<file path="config.mk">
export PLATFORM = sky130hd
export DESIGN_NAME = float_accum_ctrl
export DESIGN_NICKNAME = d
export VERILOG_FILES = /design/src/rtl/float_accum_ctrl.sv
export SDC_FILE = /design/constraint.sdc
export NUM_CORES = 1
export LEC_CHECK = 0
export BUFFER_PORTS_ARGS = -buffer_cell sky130_fd_sc_hd__buf_2
export CAP_MARGIN = 20
export CORE_MARGIN = 10
export CORE_UTILIZATION = 55
export CTS_CLUSTER_DIAMETER = 120
export CTS_CLUSTER_SIZE = 24
export DETAILED_ROUTE_END_ITERATION = 6
export GPL_TIMING_DRIVEN = 0
export PLACE_DENSITY = 0.73
export RECOVER_POWER = 25
export SLEW_MARGIN = 20
export SYNTH_ARGS = -nofsm -noshare
export SYNTH_HDL_FRONTEND = slang
export SYNTH_SLANG_ARGS = --single-unit
</file>
<file path="constraint.sdc">
create_clock -name clk -period 23.5 [get_ports clk]
set_input_delay 5.875 -clock clk [delete_from_list [all_inputs] [get_ports clk]]
set_output_delay 5.875 -clock clk [all_outputs]
set_load 0.01 [all_outputs]
</file>
<file path="src/rtl/float_accum_ctrl.sv">
// Streaming single-precision accumulator: sums len operands through one
// combinational floatAdd, then holds the result until the consumer takes it.

module floatAdd (
  input  logic [31:0] floatA,
  input  logic [31:0] floatB,
  output logic [31:0] sum
);
  logic [31:0]       big, sml;
  logic [7:0]        d;
  logic [26:0]       mb, ms, ms_sh, norm;
  logic [27:0]       tmp;
  logic [4:0]        lz;
  logic signed [9:0] e;
  logic [24:0]       rnd;
  logic [22:0]       man;
  logic              up, same, zsign;

  always_comb begin
    // Order by magnitude so the subtract path never goes negative.
    if (floatA[30:0] >= floatB[30:0]) begin
      big = floatA;
      sml = floatB;
    end else begin
      big = floatB;
      sml = floatA;
    end
    same  = (big[31] == sml[31]);
    zsign = same & big[31];
    d     = big[30:23] - sml[30:23];
    mb    = {|big[30:23], big[22:0], 3'b000};
    ms    = {|sml[30:23], sml[22:0], 3'b000};
    // Align the smaller operand, folding shifted-out bits into a sticky bit.
    if (d >= 8'd27)
      ms_sh = {26'd0, |ms};
    else
      ms_sh = (ms >> d) | {26'd0, |(ms & ((27'd1 << d) - 27'd1))};
    e  = $signed({2'b00, big[30:23]});
    lz = 5'd27;
    if (same) begin
      tmp = {1'b0, mb} + {1'b0, ms_sh};
      if (tmp[27]) begin
        norm = {tmp[27:2], tmp[1] | tmp[0]};
        e    = e + 10'sd1;
      end else begin
        norm = tmp[26:0];
      end
      lz = 5'd0;
    end else begin
      tmp = {1'b0, mb - ms_sh};
      for (int i = 0; i < 27; i++)
        if (tmp[i]) lz = 5'(26 - i);
      norm = tmp[26:0] << lz;
      e    = e - $signed({5'd0, lz});
    end
    // Round to nearest, ties to even.
    up  = norm[2] & (norm[3] | norm[1] | norm[0]);
    rnd = {1'b0, norm[26:3]} + {24'd0, up};
    if (rnd[24]) begin
      e   = e + 10'sd1;
      man = rnd[23:1];
    end else begin
      man = rnd[22:0];
    end
    if (!norm[26])
      sum = {zsign, 31'd0};
    else if (e <= 10'sd0)
      sum = {big[31], 31'd0};
    else if (e >= 10'sd255)
      sum = {big[31], 8'hFF, 23'd0};
    else
      sum = {big[31], e[7:0], man};
  end
endmodule

module float_accum_ctrl #(
  parameter int LEN_W  = 8,
  parameter int DATA_W = 32
) (
  input  logic              clk,
  input  logic              reset,
  input  logic              start,
  input  logic [LEN_W-1:0]  len,
  input  logic              abort,
  input  logic              in_valid,
  input  logic [DATA_W-1:0] in_data,
  output logic              in_ready,
  output logic [DATA_W-1:0] sum_out,
  output logic              out_valid,
  input  logic              out_ready,
  output logic              busy
);
  typedef enum logic [1:0] {IDLE, ACCUM, DONE} state_t;

  state_t            state, state_nx;
  logic [DATA_W-1:0] acc, add_sum;
  logic [LEN_W-1:0]  cnt;
  logic              accept, go;

  floatAdd u_add (
    .floatA(acc),
    .floatB(in_data),
    .sum   (add_sum)
  );

  assign accept  = in_valid & in_ready;
  assign go      = start & ~abort;
  assign sum_out = acc;

  always_ff @(posedge clk) begin
    if (!reset) state <= IDLE;
    else        state <= state_nx;
  end

  always_comb begin
    state_nx = state;
    case (state)
      IDLE:    if (go) state_nx = (len == '0) ? DONE : ACCUM;
      ACCUM:   if (abort) state_nx = IDLE;
               else if (accept && cnt == LEN_W'(1)) state_nx = DONE;
      DONE:    if (abort || out_ready) state_nx = IDLE;
      default: state_nx = IDLE;
    endcase
  end

  always_comb begin
    in_ready  = (state == ACCUM);
    out_valid = (state == DONE);
    busy      = (state != IDLE);
  end

  // acc is left intact on DONE->IDLE so sum_out keeps the last result.
  always_ff @(posedge clk) begin
    if (!reset) begin
      acc <= '0;
      cnt <= '0;
    end else begin
      case (state)
        IDLE: if (go) begin
          acc <= '0;
          cnt <= len;
        end
        ACCUM: if (abort) begin
          acc <= '0;
          cnt <= '0;
        end else if (accept) begin
          acc <= add_sum;
          cnt <= cnt - LEN_W'(1);
        end
        DONE: if (abort) begin
          acc <= '0;
          cnt <= '0;
        end
        default: ;
      endcase
    end
  end
endmodule

</file>
==> results of run 1 <==
==> state kept, by name (all words and copies together), names as in the netlist <==
name	count
state	2
sum_out	32
cnt	8
==> worst min-delay path, delay by kind of cell, from the launching register on <==
kind            cells  cell delay, ns
compound gates      1            0.07
simple gates        1            0.06
flops               1            0.33
==> cell usage in the layout (no fill, tap or decap), types with 11 or more instances in the layout <==
cell / instances
sky130_fd_sc_hd__and2_1: 26
sky130_fd_sc_hd__nand2b_1: 28
sky130_fd_sc_hd__nor2_1: 208
sky130_fd_sc_hd__xnor2_1: 60
sky130_fd_sc_hd__inv_1: 121
sky130_fd_sc_hd__nand3_1: 52
sky130_fd_sc_hd__dfxtp_1: 42
sky130_fd_sc_hd__o21bai_1: 16
sky130_fd_sc_hd__mux4_2: 14
sky130_fd_sc_hd__xor2_1: 25
sky130_fd_sc_hd__mux2i_1: 78
sky130_fd_sc_hd__a211o_1: 12
sky130_fd_sc_hd__nor4_1: 32
sky130_fd_sc_hd__o211ai_1: 34
sky130_fd_sc_hd__buf_1: 16
sky130_fd_sc_hd__o21ai_1: 35
sky130_fd_sc_hd__o211a_1: 13
sky130_fd_sc_hd__nand4_1: 47
sky130_fd_sc_hd__buf_2: 89
sky130_fd_sc_hd__clkbuf_1: 91
sky130_fd_sc_hd__ha_1: 97
sky130_fd_sc_hd__a21oi_1: 158
sky130_fd_sc_hd__o21a_1: 19
sky130_fd_sc_hd__or3_1: 17
sky130_fd_sc_hd__nand2_1: 265
sky130_fd_sc_hd__or2_2: 17
sky130_fd_sc_hd__a31oi_1: 31
sky130_fd_sc_hd__mux2_2: 14
sky130_fd_sc_hd__o31ai_1: 12
sky130_fd_sc_hd__nor2b_1: 25
sky130_fd_sc_hd__o22ai_1: 11
sky130_fd_sc_hd__a2111oi_0: 11
sky130_fd_sc_hd__a21o_1: 41
sky130_fd_sc_hd__and3_1: 28
sky130_fd_sc_hd__a211oi_1: 38
sky130_fd_sc_hd__o221ai_1: 14
sky130_fd_sc_hd__o21ai_0: 126
sky130_fd_sc_hd__nor3_1: 75
==> per-stage QoR <==
stage	area, µm²	cells	power, mW	util
6_report	15600	2622	1.05	0.597
4_1_cts	15600	2622	1.00	0.597
2_1_floorplan	14600	2199	0.673	-
3_5_place_dp	15400	2614	0.919	0.591
3_3_place_gp	15400	2614	0.913	0.591
5_1_grt	15600	2622	1.10	0.597
==> routing by layer <==
layer  track usage  vias to the layer above  routed length (µm)
met3         0.115                      363               10600
met4         0.206                        0                4670
li1              -                     8430                   -
met1         0.509                     8822               26400
met5             0                        -                   0
met2         0.590                     1655               28800
==> layout make-up <==
class / instances / area [µm²]
Multi-Input combinational cell: 1901 / 12700
Fill cell: 2591 / 10500
Sequential cell: 42 / 841
Buffer: 127 / 566
Inverter: 129 / 484
Tap cell: 335 / 419
Timing Repair Buffer: 80 / 379
Clock buffer: 5 / 125
Clock inverter: 3 / 40.0
==> cells by family after synthesis <==
kind of cell,share of synthesized area
fa+ha+maj,0.0857
buf+inv,0.0718
xor+xnor,0.0520
mux,0.0857
simple gates,0.298
compound gates,0.349
flops,0.0575
==> final timing paths <==
path,to,slack (ns)
min,sum_out[31],0.50
max reg2reg,sum_out[7],5.82
max,sum_out[7],0.62
min reg2reg,sum_out[31],0.50
==> power groups by stage <==
stage          logic (mW)  clock network, mW  registers [mW]
4_1_cts             0.819             0.0768           0.104
3_5_place_dp        0.813                  0           0.105
2_1_floorplan       0.574                  0          0.0985
6_report            0.869             0.0770           0.107
5_1_grt             0.911             0.0803           0.107
3_3_place_gp        0.808                  0           0.105
==> run summary, run 1 <==
The maximum count of clock buffers along a single path is 2. The post-detailed-routing wire length is 70.4 mm. The number of buffer and inverter stages on the critical path is 14.

The number of ports placed on the die boundary came out at 81. The number of setup buffers added after CTS is 0. The internal power consumption is 411 µW.

Of the total power, the share spent switching nets is 0.609. On the critical path, the stage with the largest delay is an instance of sky130_fd_sc_hd__a21oi_1. The critical path in this run is classified as input port to register.

The worst-case reg-to-reg path depth came out at 58. The final routed DRC violation total is 1. The Yosys warning count came out at 0. The final global-route overflow total came out at 0. Among all flip-flop cells after synthesis, the most frequent one is sky130_fd_sc_hd__dfxtp_1. The CTS H-tree depth is 2.

The library cell appearing most often on the critical path is sky130_fd_sc_hd__clkbuf_1. In this run the worst setup path begins at in_data[14]. The relative contribution of the clock network to total power came out at 0.073. The placer's final routability congestion estimate came out at approximately 1.1. The share of total power dissipated in combinational logic is 0.826. In this run the horizontal extent of the chip is approximately 180 µm. Setup repair after global routing left no endpoint under its margin.

The core area is 0.0261 mm². The worst setup slack after layout came out at 0.621 ns. The endpoint kind of the worst setup timing path is a register.

The power share of the sequential group came out at 0.101. For this run, the register share of the synthesized area comes to 0.0575. The synthesized design contains 42 register bits. The detail route stage leaves a number of antenna-violating nets equal to 0. Headroom to the max-slew limit came out at 0.263. The first routing iteration left about 3,500 violations.

The slew of the pin with the lowest slew margin came out at 1.10 ns. Entering global routing, the biggest net connects 14 pins. The post-synthesis instance area came out at 0.0146 mm². Summed over all cells, the static leakage comes to 6.60 nW. Prior to clock tree synthesis, the placed netlist has a worst setup slack of 1.12 ns. Post-CTS repair changed the size of 0 cells.

Of the cells placed in the final design, the portion with a size suffix greater than 1 is 0.0940. Buffers inserted to repair hold after CTS numbered 0. Counting flops with a built-in enable in the synthesized netlist gives 0. The synthesized netlist cell count came out at 2,199.

The max-slew violation count is 0. The clock skew is 0.00454 ns. The per-cell via count in the routed design came out at approximately 7.3. The total number of vias came out at 19,300. The first-pass iteration count of the detailed router came out at 7. The first global-routing pass estimated 105 mm of wire. The layout-stage area growth over the synthesis result came out at 6.64%. The worst min-delay path startpoint is sum_out[31].

The largest fanout on the critical path came out at 10. The via count of the first global-routing pass was between 15,000 and 20,000. The post-DP HPWL came out at around 56 mm.

The number of input and output port buffers inserted came out at 80. The worst hold path was traced through 2 stages. The share of async-settable or async-resettable flops after synthesis is 0.

The number of library cell types mapped by synthesis is 117. The initial core utilization came out at 0.560. Of the available clock period, the critical path in the final layout requires 0.974. The final hold violation count is 0.

The synthesized design spends more area on one cell type than any other, namely sky130_fd_sc_hd__ha_1. The peak supply drop is 0.0727 mV. By area the synthesized netlist is led by sky130_fd_sc_hd__ha_1 8.3%, sky130_fd_sc_hd__nand2_1 6.8%, sky130_fd_sc_hd__dfxtp_1 5.7%.

The average size of a mapped cell is 6.65 µm². The die area came out at ~0.034 mm². The logic depth of the worst path, buffers included is 59. The areal power density over the cells is 67.5 mW/mm².

For the worst setup path, the data required time is roughly 24 ns. In this run the critical register-to-register path is launched from sum_out[10]. The number of antenna violations at the first check in global routing is 0. The flow ran to the end, but the final reports show violations.

The most common cell in the synthesized netlist is sky130_fd_sc_hd__nand2_1. The worst min-delay path class is register to register. The overall routing resource usage is 0.397. In the synthesized netlist, the cells that appear most often are 265 x sky130_fd_sc_hd__nand2_1, 208 x sky130_fd_sc_hd__nor2_1, 158 x sky130_fd_sc_hd__a21oi_1. The tightest hold path in the finished design has a slack of ~0.5 ns. The number of buffers created by CTS came out at 5. Timing would allow up to approximately 44 MHz.

The die height is between 150 and 200 µm. The checks that failed: DRC. The sum of negative setup slack came out at 0 ns. The clock insertion delay at the later pin of the skew report came out at 0.28 ns. The final-report setup violation count came out at 0. After floorplanning, the core was divided into between 50 and 60 placement rows. The net count after synthesis came out at 2,344. The area fraction of the dominant cell type after synthesis is 0.0830. The net switching power of the design is 641 µW.

The clock transition time at the flip-flop clock pins of the worst setup and hold paths came out at 0.06 ns. TritonCTS built the clock tree. The root buffer cell chosen for the clock tree is sky130_fd_sc_hd__clkbuf_16. The final critical delay including setup and external delays came out at 22.88 ns. Max-cap violations in this run came to 0. The worst setup path is launched from an input port. The category of cells accounting for the largest share of critical-path delay is compound AO/OA/AOI/OAI gates. The number of inserted diodes came out at 0. The number of nets at the end of the flow is roughly 2,400.

The TritonCTS sink count is 42. The delay of the slowest cell on the worst path came out at 0.76 ns. The worst path arrival time came out at 23.10 ns. The average wire length per cell after detail routing came out at 26.9 µm.
(Power assumes the default switching activity.)
==> inputs of run 2 (changes only) <==
- CTS_CLUSTER_SIZE: 24 -> not set
- GPL_TIMING_DRIVEN: 0 -> not set
- SYNTH_HIERARCHICAL: not set -> 1
==> run 2 against run 1 <==
  * The run still ends with DRC left
  * Largest cell class unchanged
  * Clock-buffer cell count is the same
  * First-iteration DRC count is 17% lower
  * Via count decreased by 7.1%
  * Non-clock buffer count down 107
  * Critical path depth is 3 lower
  * Final area down 3.5%
  * Synthesized cell count is 2.4% lower
  * Critical path type unchanged
  * Clock power increased by 4.8%
==> run summary, run 2 <==
The run finished, with violations left. The final design area excluding fillers came out at 0.0150 mm² (-3.5%). The share of async-settable or async-resettable flops after synthesis came out at 0 (unchanged).

The number of nets at the end of the flow came out at 2,260 (-7.0%). The remaining antenna violation count after routing was 0 (unchanged). The average wire length per cell after detail routing is 26.0 µm (-3.0%). The clock skew came out at 0.00991 ns (+0.00536 ns). The final hold violation count is 0 (unchanged). The headroom to the max-slew limit came to 0.209 (-0.0536). The flip-flop count of the largest register after layout is 32 (unchanged).

The post-synthesis instance area is 0.0146 mm² (-0.46%). The relative contribution of the clock network to total power came out at 0.081 (+0.008). The capture point of the worst reg-to-reg path is sum_out[19]. Clock tree synthesis selected as its root buffer the cell sky130_fd_sc_hd__clkbuf_16. The post-detailed-routing wire length came out at 63.8 mm (-9.4%).

The number of hold buffers added after cts was 0 (unchanged). Setup repair after global routing left no endpoint under its margin. The final critical-path share of the clock period is 0.888 (-0.0852). sky130_fd_sc_hd__ha_1 takes more of the synthesized area than any other cell. The number of input and output port buffers inserted is 80 (unchanged). The net count after synthesis was 2,292 (-2.2%). The number of placement rows is 59 (unchanged).

The worst hold endpoint is sum_out[31]. The depth of the worst hold-timing path came out at 2 (unchanged). The count of max-cap constraint violations is 0 (unchanged). By area the synthesized netlist is led by sky130_fd_sc_hd__ha_1 8.3%, sky130_fd_sc_hd__dfxtp_1 5.8%, sky130_fd_sc_hd__mux2i_1 5.8%. The number of inserted diodes came out at 0 (unchanged).

The setup slack of the most critical reg-to-reg path is 7.91 ns (+2.09 ns). The area fraction of the dominant cell type after synthesis is 0.0834 (+0.000385). The area fraction in compound gates after synthesis was 0.363 (+0.0139). The via count of the first global-routing pass came out at 16,100 (-8.3%). The number of ports placed on the die boundary came out at 81 (unchanged). The worst min-delay path class is register to register. The areal power density over the cells is 66.4 mW/mm² (-1.7%).

The first-pass iteration count of the detailed router is 7 (unchanged). The slowest stage of the critical path belongs to the cell sky130_fd_sc_hd__nor3_4. The overall routing resource usage is 0.358 (-0.0388). The cell area after placement came out at 0.0149 mm² (-3.5%). The largest family of logic cells by synthesized area is compound AO/OA/AOI/OAI gates.

The endpoint required time on the critical path is 23.66 ns (-0.06 ns). The post-synthesis xor/xnor area fraction is 0.0482 (-0.00380). The launch point of the worst path is in_data[23]. The number of buffers created by CTS was 5 (unchanged). TritonCTS built the clock tree.

The maximum count of clock buffers along a single path came out at 2 (unchanged). The number of synthesized flops with an enable pin is 0 (unchanged). The simple-gate area share of the yosys netlist is 0.287 (-0.0110).

The maximum achievable frequency came to 47.9 MHz (+9.6%). The combinational share of power came out at 0.819 (-0.007). The fraction of power spent switching nets was 0.605 (-0.00449). The total number of vias came to 17,900 (-7.1%). The worst-case reg-to-reg path depth came out at 54 (-6.9%). The TritonCTS sink count came to 42 (unchanged).

The worst path arrival time is 21.04 ns (-2.06 ns). The violation count after the first detailed-routing iteration came to 2,859 (-17%). By instance count, the leading cell after synthesis is sky130_fd_sc_hd__nand2_1.

STA classifies the critical path startpoint as an input port. The maximum number of pins on one net before global-route repair came out at 79 (+65). The origin of the critical flop-to-flop path is sum_out[11].

The adder-cell share of the synthesized area is 0.0861 (+0.000398). The net switching power of the design came out at 604 µW (-5.8%). The per-cell via count in the routed design came out at 7.30 (-0.61%).

The synthesized netlist cell count came out at 2,147 (-2.4%). The post-DP HPWL is 50.5 mm (-9.7%). Leaving out fill and tap cells, the most frequent cell in the layout is sky130_fd_sc_hd__nand2_1. The die area is 0.0334 mm² (-0.41%).

The layout-stage area growth over the synthesis result came out at 3.38%. The multiplexer fraction of the synthesized cell area was 0.0789 (-0.00682). The sequential area share after synthesis came out at 0.0578 (+0.000267). The average size of a mapped cell is 6.78 µm² (+1.9%). The final routed DRC violation total is 1 (unchanged).

The sum of negative setup slack came out at 0 ns (unchanged). The placer's final routability congestion estimate was 1.05 (-7.8%). The final-report setup violation count came out at 0 (unchanged).

The worst hold slack after final layout is 0.507 ns (+0.00508 ns). The filler cell count in the final layout is 2,596 (+0.19%). The endpoint kind of the worst setup timing path is a register. The peak supply drop came out at 0.0666 mV (-8.5%).

The primary flip-flop cell chosen by synthesis mapping is sky130_fd_sc_hd__dfxtp_1. The post-cts repair resize count was 0 (unchanged). The number of buffers inserted to repair setup after CTS was 0 (unchanged). The Yosys warning count came out at 6 (+6). The fraction of final layout cells with drive strength greater than 1 came out at 0.112 (+0.0185). The number of antenna violations at the first check in global routing is 0 (unchanged). The internal power consumption came out at 395 µW (-4.0%). Ranked by instance count, the synthesized netlist is headed by 206 x sky130_fd_sc_hd__nand2_1, 179 x sky130_fd_sc_hd__nor2_1, 161 x sky130_fd_sc_hd__a21oi_1. The worst hold path begins at sum_out[31].

The worst setup path is of the input port to register kind. The width of the chip came out at 183 µm (-0.21%). The power share of the sequential group came out at 0.100 (about the same). The checks that failed: DRC.

The clock transition time at the flip-flop clock pins of the worst setup and hold paths was 0.07 ns (about the same). The number of storage elements in the synthesis netlist came out at 42 (unchanged). The core area came out at 0.0261 mm² (-0.28%). In the layout the commonest cells are 206 x sky130_fd_sc_hd__nand2_1, 177 x sky130_fd_sc_hd__nor2_1, 160 x sky130_fd_sc_hd__a21oi_1.

The CTS H-tree depth is 2 (unchanged). The max-slew violation count was 0 (unchanged). The clock insertion delay at the later pin of the skew report came out at 0.29 ns (about the same). The delay of the slowest cell on the worst path came out at 0.78 ns (+0.02 ns). The static leakage was 6.13 nW (-7.2%). The initial core utilization is 0.559 (-0.00101).

The number of library cell types mapped by synthesis is 128 (+9.4%). The wire length of the first global-routing pass is 96.5 mm (-8.3%). The final critical delay including setup and external delays is 20.88 ns (-2.00 ns). The largest fanout on the critical path came out at 78 (+68). The slew of the pin with the lowest slew margin came out at 1.17 ns (+0.0759 ns). The final global-route overflow total came out at 0 (unchanged). The die height is 183 µm (-0.21%).
run 2: worst max-delay path by stage:
stage | to | slack, ns
after floorplan | sum_out[22] | 4.96
after global placement | sum_out[19] | 3.01
after detailed placement | sum_out[19] | 2.76
after CTS | sum_out[22] | 3.00
after global routing | sum_out[22] | 1.60
final | sum_out[19] | 2.62
run 2: cell families (layout without fill, tap and decap cells):
group / count (synthesis) / in the layout
flops: 42 / 42
simple gates: 797 / 797
fa+ha+maj: 99 / 99
compound gates: 758 / 758
buf+inv: 270 / 239
xor+xnor: 78 / 78
mux: 103 / 103
run 2: area by class of cell:
type                    instances  area, µm²  share of cell area
multi-input cells            1835      12600               0.837
flip-flops and latches         42        841              0.0559
repair buffers                100        523              0.0348
inverters                     131        497              0.0330
well taps                     335        419              0.0279
clock buffers                   5        125             0.00832
clock inverters                 3       43.8             0.00291
run 2: through the flow:
step,utilization,instances,worst slack [ns],power (mW)
floorplan,-,2147,4.96,0.665
global placement,0.572,2443,3.01,0.877
detailed placement,0.572,2443,2.76,0.881
CTS,0.578,2451,3.00,0.963
global route,0.577,2451,1.60,1.05
finish,0.577,2451,2.62,0.998
run 2: worst max-delay path: cells and delay by family:
family / cells / cell delay (ns)
AOI/OAI and AO/OA: 18 / 4.24
xor gates and xnor gates: 2 / 0.29
adders and majority gates: 5 / 1.81
buffers and inverters: 8 / 2.30
and+or+nand+nor: 23 / 6.50
run 2: metal layers:
metal	part of all wire	global-route usage	vias up
met1	0.39	0.467	8342
met5	0	0	-
li1	-	-	7969
met2	0.43	0.546	1362
met4	0.056	0.155	0
met3	0.13	0.0884	230
run 2: power by group through the flow:
stage	logic [mW]	clock network, mW	registers [mW]
CTS	0.783	0.0807	0.0991
floorplan	0.569	0	0.0955
finish	0.818	0.0807	0.100
detailed placement	0.780	0	0.101
global route	0.866	0.0846	0.101
global placement	0.777	0	0.100
